[src/rtl/spi_master_ctrl.sv]
// SPI master: one FRAME_WIDTH frame per start, CPOL/CPHA, SCLK half-period clk_div+1; done at cycle 1+H*(2*FRAME_WIDTH+2).
// A start that arrives while busy is dropped. The SPI_LSB_FIRST_EN macro adds a per-transfer lsb_first input.
module spi_master_ctrl #(
  parameter int FRAME_WIDTH = 16,
  parameter int SS_NUM      = 2,
  parameter int DIV_WIDTH   = 8,
  localparam int SSW        = (SS_NUM > 1) ? $clog2(SS_NUM) : 1
) (
  input  logic                   clk,
  input  logic                   reset,
  input  logic                   start,
  input  logic [FRAME_WIDTH-1:0] tx_data,
  input  logic [SSW-1:0]         ss_sel,
  input  logic                   cpol,
  input  logic                   cpha,
  input  logic [DIV_WIDTH-1:0]   clk_div,
`ifdef SPI_LSB_FIRST_EN
  input  logic                   lsb_first,
`endif
  output logic                   busy,
  output logic                   done,
  output logic [FRAME_WIDTH-1:0] rx_data,
  output logic                   sclk,
  output logic                   mosi,
  input  logic                   miso,
  output logic [SS_NUM-1:0]      ss
);

  localparam int EW = $clog2(2*FRAME_WIDTH+1);
  localparam logic [EW-1:0] EDGES     = EW'(2*FRAME_WIDTH);
  localparam logic [EW-1:0] LAST_EDGE = EW'(2*FRAME_WIDTH-1);

  typedef enum logic [1:0] {IDLE, SETUP, XFER, HOLD} state_t;

  state_t                 r_state, w_next;
  logic [DIV_WIDTH-1:0]   r_cnt, r_div;
  logic [EW-1:0]          r_edge;
  logic [FRAME_WIDTH-1:0] r_tx, r_rx, r_rx_data;
  logic [SSW-1:0]         r_ss_sel;
  logic                   r_cpol, r_cpha, r_sclk, r_mosi, r_done;
  logic                   w_lsb, w_lsb_in;
  logic                   w_tick, w_toggle, w_lead, w_sample, w_drive;
  logic                   w_tx_bit, w_acc_bit;
  logic [FRAME_WIDTH-1:0] w_tx_shl, w_acc_shl;
  logic [SS_NUM-1:0]      w_ss;

`ifdef SPI_LSB_FIRST_EN
  logic r_lsb;
  assign w_lsb    = r_lsb;
  assign w_lsb_in = lsb_first;
`else
  assign w_lsb    = 1'b0;
  assign w_lsb_in = 1'b0;
`endif

  // r_edge counts SCLK edges already issued, so the upcoming edge is leading when it is even
  assign w_tick    = (r_cnt == r_div);
  assign w_toggle  = w_tick && ((r_state == SETUP) || (r_state == XFER && r_edge != EDGES));
  assign w_lead    = ~r_edge[0];
  assign w_sample  = w_toggle && (w_lead ^ r_cpha);
  assign w_drive   = w_toggle && (r_cpha ? w_lead : (!w_lead && r_edge != LAST_EDGE));
  assign w_tx_bit  = w_lsb ? r_tx[0] : r_tx[FRAME_WIDTH-1];
  assign w_tx_shl  = w_lsb ? (r_tx >> 1) : (r_tx << 1);
  assign w_acc_bit = w_lsb_in ? tx_data[0] : tx_data[FRAME_WIDTH-1];
  assign w_acc_shl = w_lsb_in ? (tx_data >> 1) : (tx_data << 1);

  assign busy    = (r_state != IDLE);
  assign done    = r_done;
  assign rx_data = r_rx_data;
  assign sclk    = (r_state == XFER) ? r_sclk : r_cpol;
  assign mosi    = r_mosi;
  assign ss      = w_ss;

  always_comb begin
    w_ss = '1;
    for (int i = 0; i < SS_NUM; i++)
      if (busy && r_ss_sel == SSW'(i)) w_ss[i] = 1'b0;
  end

  always_ff @(posedge clk) begin
    if (reset) r_state <= IDLE;
    else       r_state <= w_next;
  end

  always_comb begin
    w_next = r_state;
    case (r_state)
      IDLE:    if (start) w_next = SETUP;
      SETUP:   if (w_tick) w_next = XFER;
      XFER:    if (w_tick && r_edge == EDGES) w_next = HOLD;
      HOLD:    if (w_tick) w_next = IDLE;
      default: w_next = IDLE;
    endcase
  end

  always_ff @(posedge clk) begin
    if (reset) begin
      r_sclk   <= 1'b0;
      r_mosi   <= 1'b0;
      r_done   <= 1'b0;
      r_cnt    <= '0;
      r_edge   <= '0;
      r_tx     <= '0;
      r_rx     <= '0;
      r_ss_sel <= '0;
      r_cpol   <= 1'b0;
      r_cpha   <= 1'b0;
      r_div    <= '0;
`ifdef SPI_LSB_FIRST_EN
      r_lsb    <= 1'b0;
`endif
      // an aborted transfer leaves the last completed frame visible
      if (r_state == IDLE) r_rx_data <= '0;
    end else begin
      r_done <= 1'b0;
      if (r_state == IDLE) begin
        r_mosi <= 1'b0;
        if (start) begin
          r_ss_sel <= ss_sel;
          r_cpol   <= cpol;
          r_cpha   <= cpha;
          r_div    <= clk_div;
`ifdef SPI_LSB_FIRST_EN
          r_lsb    <= lsb_first;
`endif
          r_cnt    <= '0;
          r_edge   <= '0;
          r_rx     <= '0;
          r_sclk   <= cpol;
          r_tx     <= cpha ? tx_data : w_acc_shl;
          r_mosi   <= cpha ? 1'b0 : w_acc_bit;
        end
      end else begin
        r_cnt <= w_tick ? '0 : r_cnt + 1'b1;
        if (w_toggle) begin
          r_sclk <= ~r_sclk;
          r_edge <= r_edge + 1'b1;
        end
        if (w_sample)
          r_rx <= w_lsb ? {miso, r_rx[FRAME_WIDTH-1:1]} : {r_rx[FRAME_WIDTH-2:0], miso};
        if (w_drive) begin
          r_mosi <= w_tx_bit;
          r_tx   <= w_tx_shl;
        end
        if (r_state == HOLD && w_tick) begin
          r_done    <= 1'b1;
          r_rx_data <= r_rx;
          r_mosi    <= 1'b0;
        end
      end
    end
  end

endmodule

[config.mk]
export PLATFORM = sky130hd
export DESIGN_NAME = spi_master_ctrl
export DESIGN_NICKNAME = d
export VERILOG_FILES = /design/src/rtl/spi_master_ctrl.sv
export SDC_FILE = /design/constraint.sdc
export NUM_CORES = 1
export LEC_CHECK = 0
export CORE_ASPECT_RATIO = 1.75
export CORE_UTILIZATION = 52
export CTS_CLUSTER_DIAMETER = 80
export DETAILED_ROUTE_END_ITERATION = 8
export PLACE_DENSITY = 0.74
export SLEW_MARGIN = 5
export SYNTH_ARGS = -nofsm -noshare
export SYNTH_HDL_FRONTEND = slang
export SYNTH_SLANG_ARGS = --single-unit
[constraint.sdc]
create_clock -name clk -period 3.9 [get_ports clk]
set_input_delay 0.78 -clock clk [delete_from_list [all_inputs] [get_ports clk]]
set_output_delay 0.78 -clock clk [all_outputs]
set_load 0.01 [all_outputs]
After elaboration in Yosys (flattened, before gate mapping)
Cells that the tools add are included.

cells by class
  add/sub/neg operators = 2
  equality and inequality tests = 13
  muxes and demuxes = 35
  bitwise logic cells = 4
  reduce and logical (&&, ||, !) cells = 24

operators with widths
  operator                                                                 number
  16-bit two-way mux                                                       11
  8-bit two-way mux                                                        3
  6-bit two-way mux                                                        3
  1-bit two-way mux                                                        13
  2-bit nonzero test                                                       5
  1-bit logical AND                                                        9
  8-bit by 1-bit adder with 8-bit output, second input constant            1
  8-bit equality test                                                      1
  2-bit two-way mux                                                        4
  2-bit inequality test, second input constant                             4
  2-bit case mux with 4 select lines                                       1
  2-bit AND reduction                                                      4
  6-bit by 1-bit adder with 6-bit output, second input constant            1
  6-bit equality test, second input constant                               1
  6-bit by 5-bit inequality test with 1-bit output, second input constant  1
  6-bit inequality test, second input constant                             1
  2-bit equality test, second input constant                               2
  2-bit by 1-bit inequality test with 1-bit output, second input constant  2
  4-bit AND reduction                                                      1
  1-bit NOT                                                                3
  3-bit AND reduction                                                      1
  3-bit nonzero test                                                       1
  2-bit by 1-bit equality test with 1-bit output, second input constant    1
  2-bit logical NOT                                                        1
  3 further kinds                                                          3

storage, ports and cells
  register bits after elaboration = 78
  bits of input ports = 31
  output and inout port bits = 22
  word-level logic and storage cells = 91

Depth between registers and ports, before layout
Gate-level depths: netlist of the first run.

  depth in word-level cells = 8
  depth in mapped cells = 9

Worst setup path after synthesis of the first run
No wires, ideal clock.

  kind = input-to-reg
  from = input reset
  to = register r_rx_data[0] (netlist: rx_data[0]), enable pin
  setup time = 0.367 ns
  data arrival time = 1.949 ns
  data required time = 3.533 ns
  slack = 1.584 ns
  cell stages on the path = 5
  path buffers = 1
  cells stage by stage = clkbuf_1 nor2_1 inv_1 nor3_1 a21o_1

on the way
  word-level cells in the longest chain between the ends = 2

RTL lines
  item                                                                                       line  text
  start, declared                                                                            10    input logic reset,
  2-bit by 1-bit inequality test with 1-bit output (no source line) (tied with other cells)  --
  3-bit AND reduction (no source line) (*)                                                   --
  end signal, assigned                                                                       147   r_rx_data <= r_rx;
  end, declared                                                                              38    logic [FRAME_WIDTH-1:0] r_tx, r_rx, r_rx_data;

Every way passes the cells marked *; elsewhere a longest branch is shown, timed or not.
A chain may end at the register's enable or synchronous reset.

Worst setup path after layout of the first run
  from = register r_state[0]
  to = output ss[0]

on the way
  word-level cells in the longest chain between the ends = 3

RTL lines
  item                    line  text
  start, declared         35    state_t r_state, w_next;
  start signal, assigned  82    else r_state <= w_next;
  2-bit nonzero test      67    assign busy = (r_state != IDLE);
  1-bit logical AND       77    if (busy && r_ss_sel == SSW'(i)) w_ss[i] = 1'b0;
  1-bit two-way mux       77
  end, declared           26    output logic [SS_NUM-1:0] ss

No other way between the ends.

==> summary.txt, run 1 <==
Status
  – Run status: finished clean

Worst setup path
  – CP max FO: just over 40
  – CP startpoint kind: flip-flop
  – CP Class: reg -> out
  – CP Capture Type: output port
  – Arrival @ worst endpoint: 2.06 ns
  – Worst EP required: ~3.1 ns
  – CP Launch Point: r_state[0]
  – Worst r2r src: r_cnt[3]
  – R2r worst-path depth: 5

Clock tree
  – Clk_lat worst skew: 0.33 ns
  – CTS tree: done
  – Clock buffer depth: 2
  – Clk sink count: ~80
  – CTS Hold Bufs: 0
  – Post-CTS setup buffers: 0
  – Resized Gates After CTS: 0
  – Clock-pin slew on the worst setup and hold paths: ~0.050 ns
  – H-tree depth: 3
  – TritonCTS Buffers: 9
  – Clk root buf: clkbuf_16

Die
  – Die ar.: 7610 um^2
  – Core Rows: 40
  – Core area: 6960 um^2
  – Die Y-Extent: 115 um
  – Starting density of the core: 0.542
  – IO Pins: 53
  – Chip width: between 60 and 70 um

Pwr
  – Psw: between 0.9 and 1 mW
  – Internal power: 1.91 mW
  – Clock network fraction of total power: 0.301
  – Net Sw Frac: 0.323
  – Power per cell area: 608 nW/um^2
  – Reg power frac: 0.374
  – Total power: 2.82 mW
  – Maximum vdd ir drop: 0.352 mV
  – Comb pwr share: 0.325
  – Lkg Pwr: 1.98 nW

Finish
  – Commonest non-fill, non-tap cell in the layout: nand2_1
  – Layout net count: 496
  – Fraction of layout instances using a drive strength above 1: 0.0541
  – Antenna cells: 0
  – Non-Filler Instances: 546
  – Commonest non-fill, non-tap cells in the layout: nand2_1, dfxtp_1, clkdlybuf4s50_1
  – Area grow syn2layout: 23.1%
  – Fin util: 0.667
  – Fill count: between 500 and 600
  – Final instance area: 4640 um^2

Timing
  – Minimum clock period: about 2.8 ns
  – Clk_skew: 0.00358 ns
  – Endpoints failing hold: 0
  – Post-route clock period utilization: 0.729
  – Min setup slack post-route: 1.06 ns
  – Slew Limit Fails: 0
  – Achievable clock frequency: 352 MHz
  – Finish-stage setup viols: 0
  – RSZ-0062 raised after global routing: false
  – Slew @ Worst Pin: ~1.0 ns
  – Setup TNS: 0 ns
  – Slew HR: 0.331
  – Hold slack final: 0.456 ns

Min path
  – Hold crit path type: reg -> reg
  – HP Start: r_cpol
  – Hold Crit Depth: 2

GRT
  – Number of global-route vias before repair: 3058
  – First-pass GRT wire length: 13400 um
  – Grt total ovfl: 0
  – GR Util All Layers: 0.233
  – Largest net degree at the start of global routing: between 40 and 50
  – Initial antenna violation count: 0

Synth
  – Post-synth EDFFs: 16
  – Yosys warns: 0
  – Sequential area share after synthesis: 0.457
  – Most used DFF post-synth: dfxtp_1
  – Syn Std Cell Area: 3770 um^2
  – Asr flop ratio synth: 0
  – Synth Area per Inst: 9.13 um^2
  – Synth cell types: 47
  – Syn Inst Count: a little over 400
  – Syn_nets: 451
  – Post-synthesis register bit count: 78

Placed design
  – Detailed placer's ending HPWL: between 5000 and 6000 um
  – Placed Instances: ~530
  – Post-Place Setup Slack: between 1 and 1.5 ns
  – I/O Buffers: 52
  – DP Area: 4340 um^2
  – Final Wtd Congestion: 0.882

Drt
  – DRC errors left: 0
  – Initial drt markers: 220
  – Vias per Instance: 5.53
  – Initial DRT Pass Iterations: 4
  – DRT antenna net count: 0
  – Routed WL: 7820 um
  – Mean routed wirelength per cell: 14.3 um
  – DR vias: 3019

Run
  – Max cap viols: 0
final cells by class:
class | instances | area (um^2) | share of cell area
clock buffer | 9 | 225 | 0.0485
sequential | 78 | 1720 | 0.371
inverter | 13 | 48.8 | 0.0105
tap | 84 | 105 | 0.0226
clock inverter | 6 | 77.6 | 0.0167
timing repair buffer | 58 | 566 | 0.122
multi-input combinational | 298 | 1900 | 0.409
state kept, by name, summed over array words and instances (netlist names):
register / flops
r_cpol: 1
r_tx: 16
r_edge: 6
r_sclk: 1
r_state: 2
r_rx: 16
r_div: 8
done: 1
mosi: 1
r_ss_sel: 1
r_cpha: 1
r_cnt: 8
rx_data: 16
cell families (layout without fill, tap and decap cells):
| kind of cell | after synthesis | after routing | share of synthesized area |
|---|---|---|---|
| AOI/OAI and AO/OA | 68 | 68 | 0.125 |
| xor gates and xnor gates | 10 | 10 | 0.0232 |
| adders and majority gates | 7 | 7 | 0.0232 |
| buffers and inverters | 37 | 86 | 0.0398 |
| DFF | 78 | 78 | 0.457 |
| muxes | 49 | 49 | 0.130 |
| and+or+nand+nor | 164 | 164 | 0.202 |
Yosys cell counts (all sizes together), types with 8 or more instances:
cell	number	share of area
nand2	98	0.098
dfxtp	62	0.33
mux2i	48	0.13
a21oi	19	0.025
clkbuf	18	0.018
nor2b	18	0.030
o211ai	17	0.034
edfxtp	16	0.13
nor2	16	0.016
inv	13	0.013
xor2	8	0.019
layer usage:
metal  part of all wire  global-route usage  up-vias
met5                  0                   0        -
met4              0.015               0.130        0
met3              0.033              0.0448       10
met2               0.57               0.437       70
met1               0.38               0.229     1417
li1                   -                   -     1522
worst max-delay path, cell delays in order, from the launching register on:
cell and delay (ns):
dfxtp_1 0.37, inv_1 0.08, ha_1 0.21, buf_4 0.25, or2_2 0.33, clkdlybuf4s50_1 0.48
power by group through the flow:
stage / combinational [mW] / sequential (mW) / clock [mW]
after global placement: 0.906 / 1.07 / 0
after CTS: 0.929 / 1.06 / 0.866
after detailed placement: 0.927 / 1.07 / 0
final: 0.917 / 1.06 / 0.850
after global routing: 1.02 / 1.07 / 0.896
after floorplan: 0.611 / 1.07 / 0
path summary, 6_finish.rpt:
kind                                 to  slack [ns]
worst max-delay path              ss[0]        1.06
worst min-delay path             r_cpol        0.46
worst max register to register  r_rx[9]        1.15
worst min register to register   r_cpol        0.46
No activity file was read; power rests on OpenSTA's default activity.
==> run 2: changes to the inputs <==
Clock period 3.9 ns to 2.8 ns, I/O delays scaled along.
==> run 2 against run 1 <==
Clock skew grew 0.0064 ns; cell area is essentially flat; largest cell class unchanged; critical path depth is the same; global-route usage grew 0.39 points; sequential share of layout area is essentially flat; wire length grew 3.3%; core utilization is essentially flat.
==> summary.txt, run 2 (synthesized netlist as in run 1, its figures left out) <==
Finish
  – Register Area: 1720 um^2 (unchanged)
  – Multi-input gate area: 1900 um^2 (unchanged)
  – Area grow syn2layout: 23.2% (was 23.1%)
  – Layout net count: 501 (was 496)
  – Fraction of layout instances using a drive strength above 1: 0.0662 (was 0.0541)
  – Fin util: 0.668 (was 0.667)
  – Commonest non-fill, non-tap cells in the layout: nand2_1, dfxtp_1, clkdlybuf4s50_1 (unchanged)
  – Final instance area: 4640 um^2 (about the same)
  – Commonest non-fill, non-tap cell in the layout: nand2_1 (unchanged)
  – Fill count: 621 (was 589)
  – Antenna cells: 0 (unchanged)

Timing
  – Slew @ Worst Pin: 0.999 ns (was 1.00 ns)
  – Achievable clock frequency: roughly 400 MHz
  – Post-route clock period utilization: 0.910
  – Slew Limit Fails: 0 (unchanged)
  – Finish-stage setup viols: 0 (unchanged)
  – Minimum clock period: 2.55 ns
  – Setup TNS: 0 ns (unchanged)
  – Slew HR: 0.332 (was 0.331)
  – Min setup slack post-route: 0.251 ns (was 1.06 ns)
  – Endpoints failing hold: 0 (unchanged)
  – RSZ-0062 raised after global routing: false (unchanged)
  – Clk_skew: 0.0100 ns (was 0.00358 ns)

Placed design
  – Detailed placer's ending HPWL: 5840 um (was 5730 um)
  – I/O Buffers: 52 (unchanged)
  – Post-Place Setup Slack: 0.328 ns (was 1.09 ns)
  – DP Area: 4380 um^2 (was 4340 um^2)
  – Final Wtd Congestion: 0.922 (was 0.882)

Die
  – Core area: 6960 um^2 (unchanged)
  – Starting density of the core: 0.542 (unchanged)
  – Die Y-Extent: 115 um (unchanged)
  – Die ar.: 7610 um^2 (unchanged)
  – Core Rows: 40 (unchanged)
  – Chip width: 66.4 um (unchanged)
  – IO Pins: 53 (unchanged)

Worst setup path
  – Worst EP required: 2.24 ns (was 3.12 ns)
  – Worst path bufs/invs: 3 (unchanged)
  – Worst r2r src: r_cnt[1] (was r_cnt[3])
  – Slowest CP cell: clkdlybuf4s50_1 (unchanged)
  – CP Class: reg -> out (unchanged)
  – CP startpoint kind: flip-flop (unchanged)
  – Arrival @ worst endpoint: 1.99 ns (was 2.06 ns)
  – Max stage delay on crit path: 0.49 ns (was 0.48 ns)
  – CP max FO: 9 (was 41)
  – Cells along the critical path: inv_1, ha_1, buf_4, or2_2, clkdlybuf4s50_1 (unchanged)
  – CP Capture Type: output port (unchanged)
  – CP delay by family, top: buffers and inverters (unchanged)
  – Reg-to-Reg End: r_rx[9] (unchanged)
  – Reg2reg setup slack: 0.32 ns (was 1.15 ns)
  – R2r worst-path depth: 5 (unchanged)

Min path
  – Hold Path End: r_cpol (unchanged)
  – Hold Crit Depth: 2 (unchanged)
  – Hold crit path type: reg -> reg (unchanged)
  – HP Start: r_cpol (unchanged)

Drt
  – Initial drt markers: 151 (was 220)
  – Mean routed wirelength per cell: 14.6 um (was 14.3 um)
  – Initial DRT Pass Iterations: 4 (unchanged)
  – DR vias: 3077 (was 3019)
  – Vias per Instance: 5.57 (was 5.53)
  – DRC errors left: 0 (unchanged)
  – DRT antenna net count: 0 (unchanged)
  – Routed WL: 8080 um (was 7820 um)

GRT
  – Grt total ovfl: 0 (unchanged)
  – Initial antenna violation count: 0 (unchanged)
  – Largest net degree at the start of global routing: 38 (was 42)
  – Number of global-route vias before repair: 3076 (was 3058)
  – First-pass GRT wire length: 13700 um (was 13400 um)
  – GR Util All Layers: 0.237 (was 0.233)

Clock tree
  – Clock buffer depth: 2 (unchanged)
  – CTS Hold Bufs: 0 (unchanged)
  – Clock-pin slew on the worst setup and hold paths: 0.05 ns (about the same)
  – Clk_lat worst skew: 0.34 ns (was 0.33 ns)
  – Clk sink count: 78 (unchanged)
  – Clk root buf: clkbuf_16 (unchanged)
  – Resized Gates After CTS: 0 (unchanged)
  – Post-CTS setup buffers: 0 (unchanged)
  – H-tree depth: 3 (unchanged)
  – TritonCTS Buffers: 9 (unchanged)
  – CTS tree: done (unchanged)

Run
  – Max cap viols: 0 (unchanged)

Pwr
  – Power per cell area: 826 nW/um^2 (was 608 nW/um^2)
  – Maximum vdd ir drop: 0.606 mV (was 0.352 mV)
  – Total power: 3.84 mW (was 2.82 mW)
  – Lkg Pwr: 1.98 nW (about the same)

Status
  – Run status: finished clean (unchanged)
[run 2: report_power, final]
group	total [mW]	internal (mW)	switching [mW]
registers	1.47	1.36	0.118
logic	1.32	0.571	0.749
clock network	1.04	0.596	0.447
[run 2: routing by layer]
metal  share of wire  global-route usage  vias to the layer above
li1                -                   -                     1527
met1            0.39               0.242                     1444
met2            0.54               0.435                       81
met3           0.032              0.0458                       25
met4           0.034               0.133                        0
met5               0                   0                        -
[run 2: worst min-delay path, delay by kind of cell (launching register included)]
family	cells	cell delay (ns)
and+or+nand+nor	1	0.05
DFF	1	0.30
AOI/OAI and AO/OA	1	0.05
[run 2: metrics by stage]
step,hold slack [ns],std cells
2_1_floorplan,0.434,413
3_3_place_gp,0.439,536
3_5_place_dp,0.452,536
4_1_cts,0.459,552
5_1_grt,0.482,552
6_report,0.456,552
[run 2: how the worst max path moves through the flow]
stage	start	end	slack (ns)	cells after the start
2_1_floorplan	reset	rx_data[0]	0.70	5
3_3_place_gp	reset	rx_data[0]	0.39	5
3_5_place_dp	r_cnt[1]	r_rx[4]	0.33	5
4_1_cts	r_state[0]	ss[0]	0.25	5
5_1_grt	r_cnt[3]	rx_data[12]	0.12	5
6_report	r_state[0]	ss[0]	0.25	5
[run 2: final cells by class]
type,instances,share of cell area
multi-input cells,298,0.409
flip-flops and latches,78,0.371
repair buffers,63,0.130
clock buffers,10,0.0493
well taps,84,0.0226
inverters,13,0.0105
clock inverters,6,0.00835
==> run 3: changes to the inputs <==
Settings changed: CORE_UTILIZATION 52 to 40, PLACE_DENSITY 0.74 to 0.59.
==> run 3 against run 2 <==
Wire length shrank 2.6%; clock skew is 0.0055 ns lower; combinational power increased by 3%; count of clock-buffer cells in the layout down 1; fmax increased by 0.16%; non-clock buffer count grew 2; setup slack better by 0.0040 ns; via count decreased by 1.3%; sequential cell count unchanged; hold slack better by 0.0026 ns; largest power group unchanged.
==> summary.txt, run 3 (synthesized netlist as in run 1, its figures left out) <==
Clock tree
  – TritonCTS Buffers: 9 (unchanged)
  – Clock-pin slew on the worst setup and hold paths: 0.06 ns (was 0.05 ns)
  – Clk root buf: clkbuf_16 (unchanged)
  – CTS tree: done (unchanged)
  – H-tree depth: 3 (unchanged)
  – Clock buffer depth: 2 (unchanged)
  – Clk sink count: 78 (unchanged)
  – Clk_lat worst skew: 0.33 ns (was 0.34 ns)

Pwr
  – Lkg Pwr: 2.00 nW (was 1.98 nW)
  – Comb pwr share: 0.344 (about the same)
  – Clock network fraction of total power: 0.284 (was 0.272)
  – Internal power: 2.64 mW (was 2.52 mW)
  – Psw: 1.31 mW (about the same)
  – Total power: 3.95 mW (was 3.84 mW)
  – Power per cell area: 833 nW/um^2 (was 826 nW/um^2)
  – Reg power frac: 0.372 (was 0.384)
  – Maximum vdd ir drop: 0.415 mV (was 0.606 mV)
  – Net Sw Frac: 0.332 (was 0.343)

Timing
  – Hold slack final: 0.459 ns (was 0.456 ns)
  – RSZ-0062 raised after global routing: false (unchanged)
  – Post-route clock period utilization: 0.909 (was 0.910)
  – Slew @ Worst Pin: 0.984 ns (was 0.999 ns)
  – Finish-stage setup viols: 0 (unchanged)
  – Minimum clock period: 2.55 ns (about the same)
  – Clk_skew: 0.00458 ns (was 0.0100 ns)
  – Slew HR: 0.341 (was 0.332)
  – Achievable clock frequency: 393 MHz (was 392 MHz)
  – Endpoints failing hold: 0 (unchanged)
  – Slew Limit Fails: 0 (unchanged)
  – Setup TNS: 0 ns (unchanged)

Finish
  – Register Area: 1720 um^2 (unchanged)
  – Multi-input gate area: 1900 um^2 (about the same)
  – Layout net count: 503 (was 501)
  – Commonest non-fill, non-tap cell in the layout: nand2_1 (unchanged)
  – Antenna cells: 0 (unchanged)
  – Fill count: 912 (was 621)
  – Commonest non-fill, non-tap cells in the layout: nand2_1, dfxtp_1, clkdlybuf4s50_1 (unchanged)
  – Area grow syn2layout: 25.8% (was 23.2%)
  – Fraction of layout instances using a drive strength above 1: 0.0746 (was 0.0662)
  – Fin util: 0.521 (was 0.668)

Worst setup path
  – CP Capture Type: output port (unchanged)
  – Reg2reg setup slack: 0.47 ns (was 0.32 ns)
  – Worst r2r src: r_cnt[1] (unchanged)
  – Worst EP required: 2.24 ns (about the same)
  – R2r worst-path depth: 7 (was 5)
  – CP Launch Point: r_state[0] (unchanged)
  – CP max FO: 12 (was 9)
  – CP Class: reg -> out (unchanged)
  – Arrival @ worst endpoint: 1.99 ns (about the same)
  – CP startpoint kind: flip-flop (unchanged)

GRT
  – Grt total ovfl: 0 (unchanged)
  – Initial antenna violation count: 0 (unchanged)
  – Largest net degree at the start of global routing: 43 (was 38)
  – First-pass GRT wire length: 13200 um (was 13700 um)
  – GR Util All Layers: 0.177 (was 0.237)
  – Number of global-route vias before repair: 2865 (was 3076)

Die
  – Die ar.: 9830 um^2 (was 7610 um^2)
  – Chip width: 75.4 um (was 66.4 um)
  – Core Rows: 46 (was 40)
  – Core area: 9090 um^2 (was 6960 um^2)
  – Die Y-Extent: 130 um (was 115 um)
  – Starting density of the core: 0.415 (was 0.542)
  – IO Pins: 53 (unchanged)

Min path
  – HP Start: r_cpha (was r_cpol)
  – Hold crit path type: reg -> reg (unchanged)
  – Hold Crit Depth: 2 (unchanged)

Drt
  – DRT antenna net count: 0 (unchanged)
  – DR vias: 3036 (was 3077)
  – Initial drt markers: 109 (was 151)
  – Mean routed wirelength per cell: 13.3 um (was 14.6 um)
  – Vias per Instance: 5.15 (was 5.57)
  – DRC errors left: 0 (unchanged)
  – Initial DRT Pass Iterations: 4 (unchanged)
  – Routed WL: 7860 um (was 8080 um)

Run
  – Max cap viols: 0 (unchanged)

Placed design
  – I/O Buffers: 52 (unchanged)
  – Detailed placer's ending HPWL: 5710 um (was 5840 um)
  – Final Wtd Congestion: 0.812 (was 0.922)

Status
  – Run status: finished clean (unchanged)
## run 3: cell count changes in the layout (fill, tap and decap cells not counted)
cell,delta
clkinvlp_4,+1
buf_12,+1
clkinv_1,-1
bufinv_16,+1
clkinv_4,-1
clkbuf_1,-1
buf_4,+1
ha_1,-1
ha_2,+1
## run 3: layer usage
metal | vias up | wire length [um] | GRT usage
met5 | - | 0 | 0
li1 | 1535 | - | -
met4 | 0 | 195 | 0.0915
met2 | 74 | 4120 | 0.307
met1 | 1412 | 3260 | 0.195
met3 | 15 | 287 | 0.0445
## run 3: stage by stage
| stage | cells | setup WS, ns | instance area, um^2 |
|---|---|---|---|
| 2_1_floorplan | 413 | 0.704 | 3770 |
| 3_3_place_gp | 574 | 0.370 | 4450 |
| 3_5_place_dp | 574 | 0.388 | 4450 |
| 4_1_cts | 589 | 0.0502 | 4740 |
| 5_1_grt | 589 | 0.144 | 4740 |
| 6_report | 589 | 0.255 | 4740 |
## run 3: power by group through the flow
| stage | Combinational [mW] | Clock, mW | Sequential (mW) |
|---|---|---|---|
| detailed placement | 1.36 | 0 | 1.49 |
| global route | 1.51 | 1.20 | 1.50 |
| floorplan | 0.851 | 0 | 1.50 |
| CTS | 1.37 | 1.16 | 1.47 |
| finish | 1.36 | 1.12 | 1.47 |
| global placement | 1.35 | 0 | 1.48 |
## run 3: final timing paths
path,end
worst max-delay path,ss[1]
worst min-delay path,r_cpha
worst max register to register,r_rx[15]
worst min register to register,r_cpha
## run 3: worst max-delay path, cell delays in order, from the launching register on
cell	delay [ns]
dfxtp_1	0.34
inv_1	0.09
ha_2	0.33
inv_1	0.21
nand2_1	0.14
clkdlybuf4s50_1	0.54
## run 3: layout make-up
type / instances / share of cell area
clock buffer: 9 / 0.0475
timing repair buffer: 65 / 0.133
inverter: 13 / 0.0103
multi-input combinational: 298 / 0.401
clock inverter: 6 / 0.0135
tap: 120 / 0.0317
sequential: 78 / 0.363
## run 3: timing repair
| action | in CTS | in global routing |
|---|---|---|
| resized for setup | 0 | 1 |
| setup buffers | 0 | 0 |
| hold buffers | 0 | 0 |
| setup endpoints to repair | 0 | 1 |
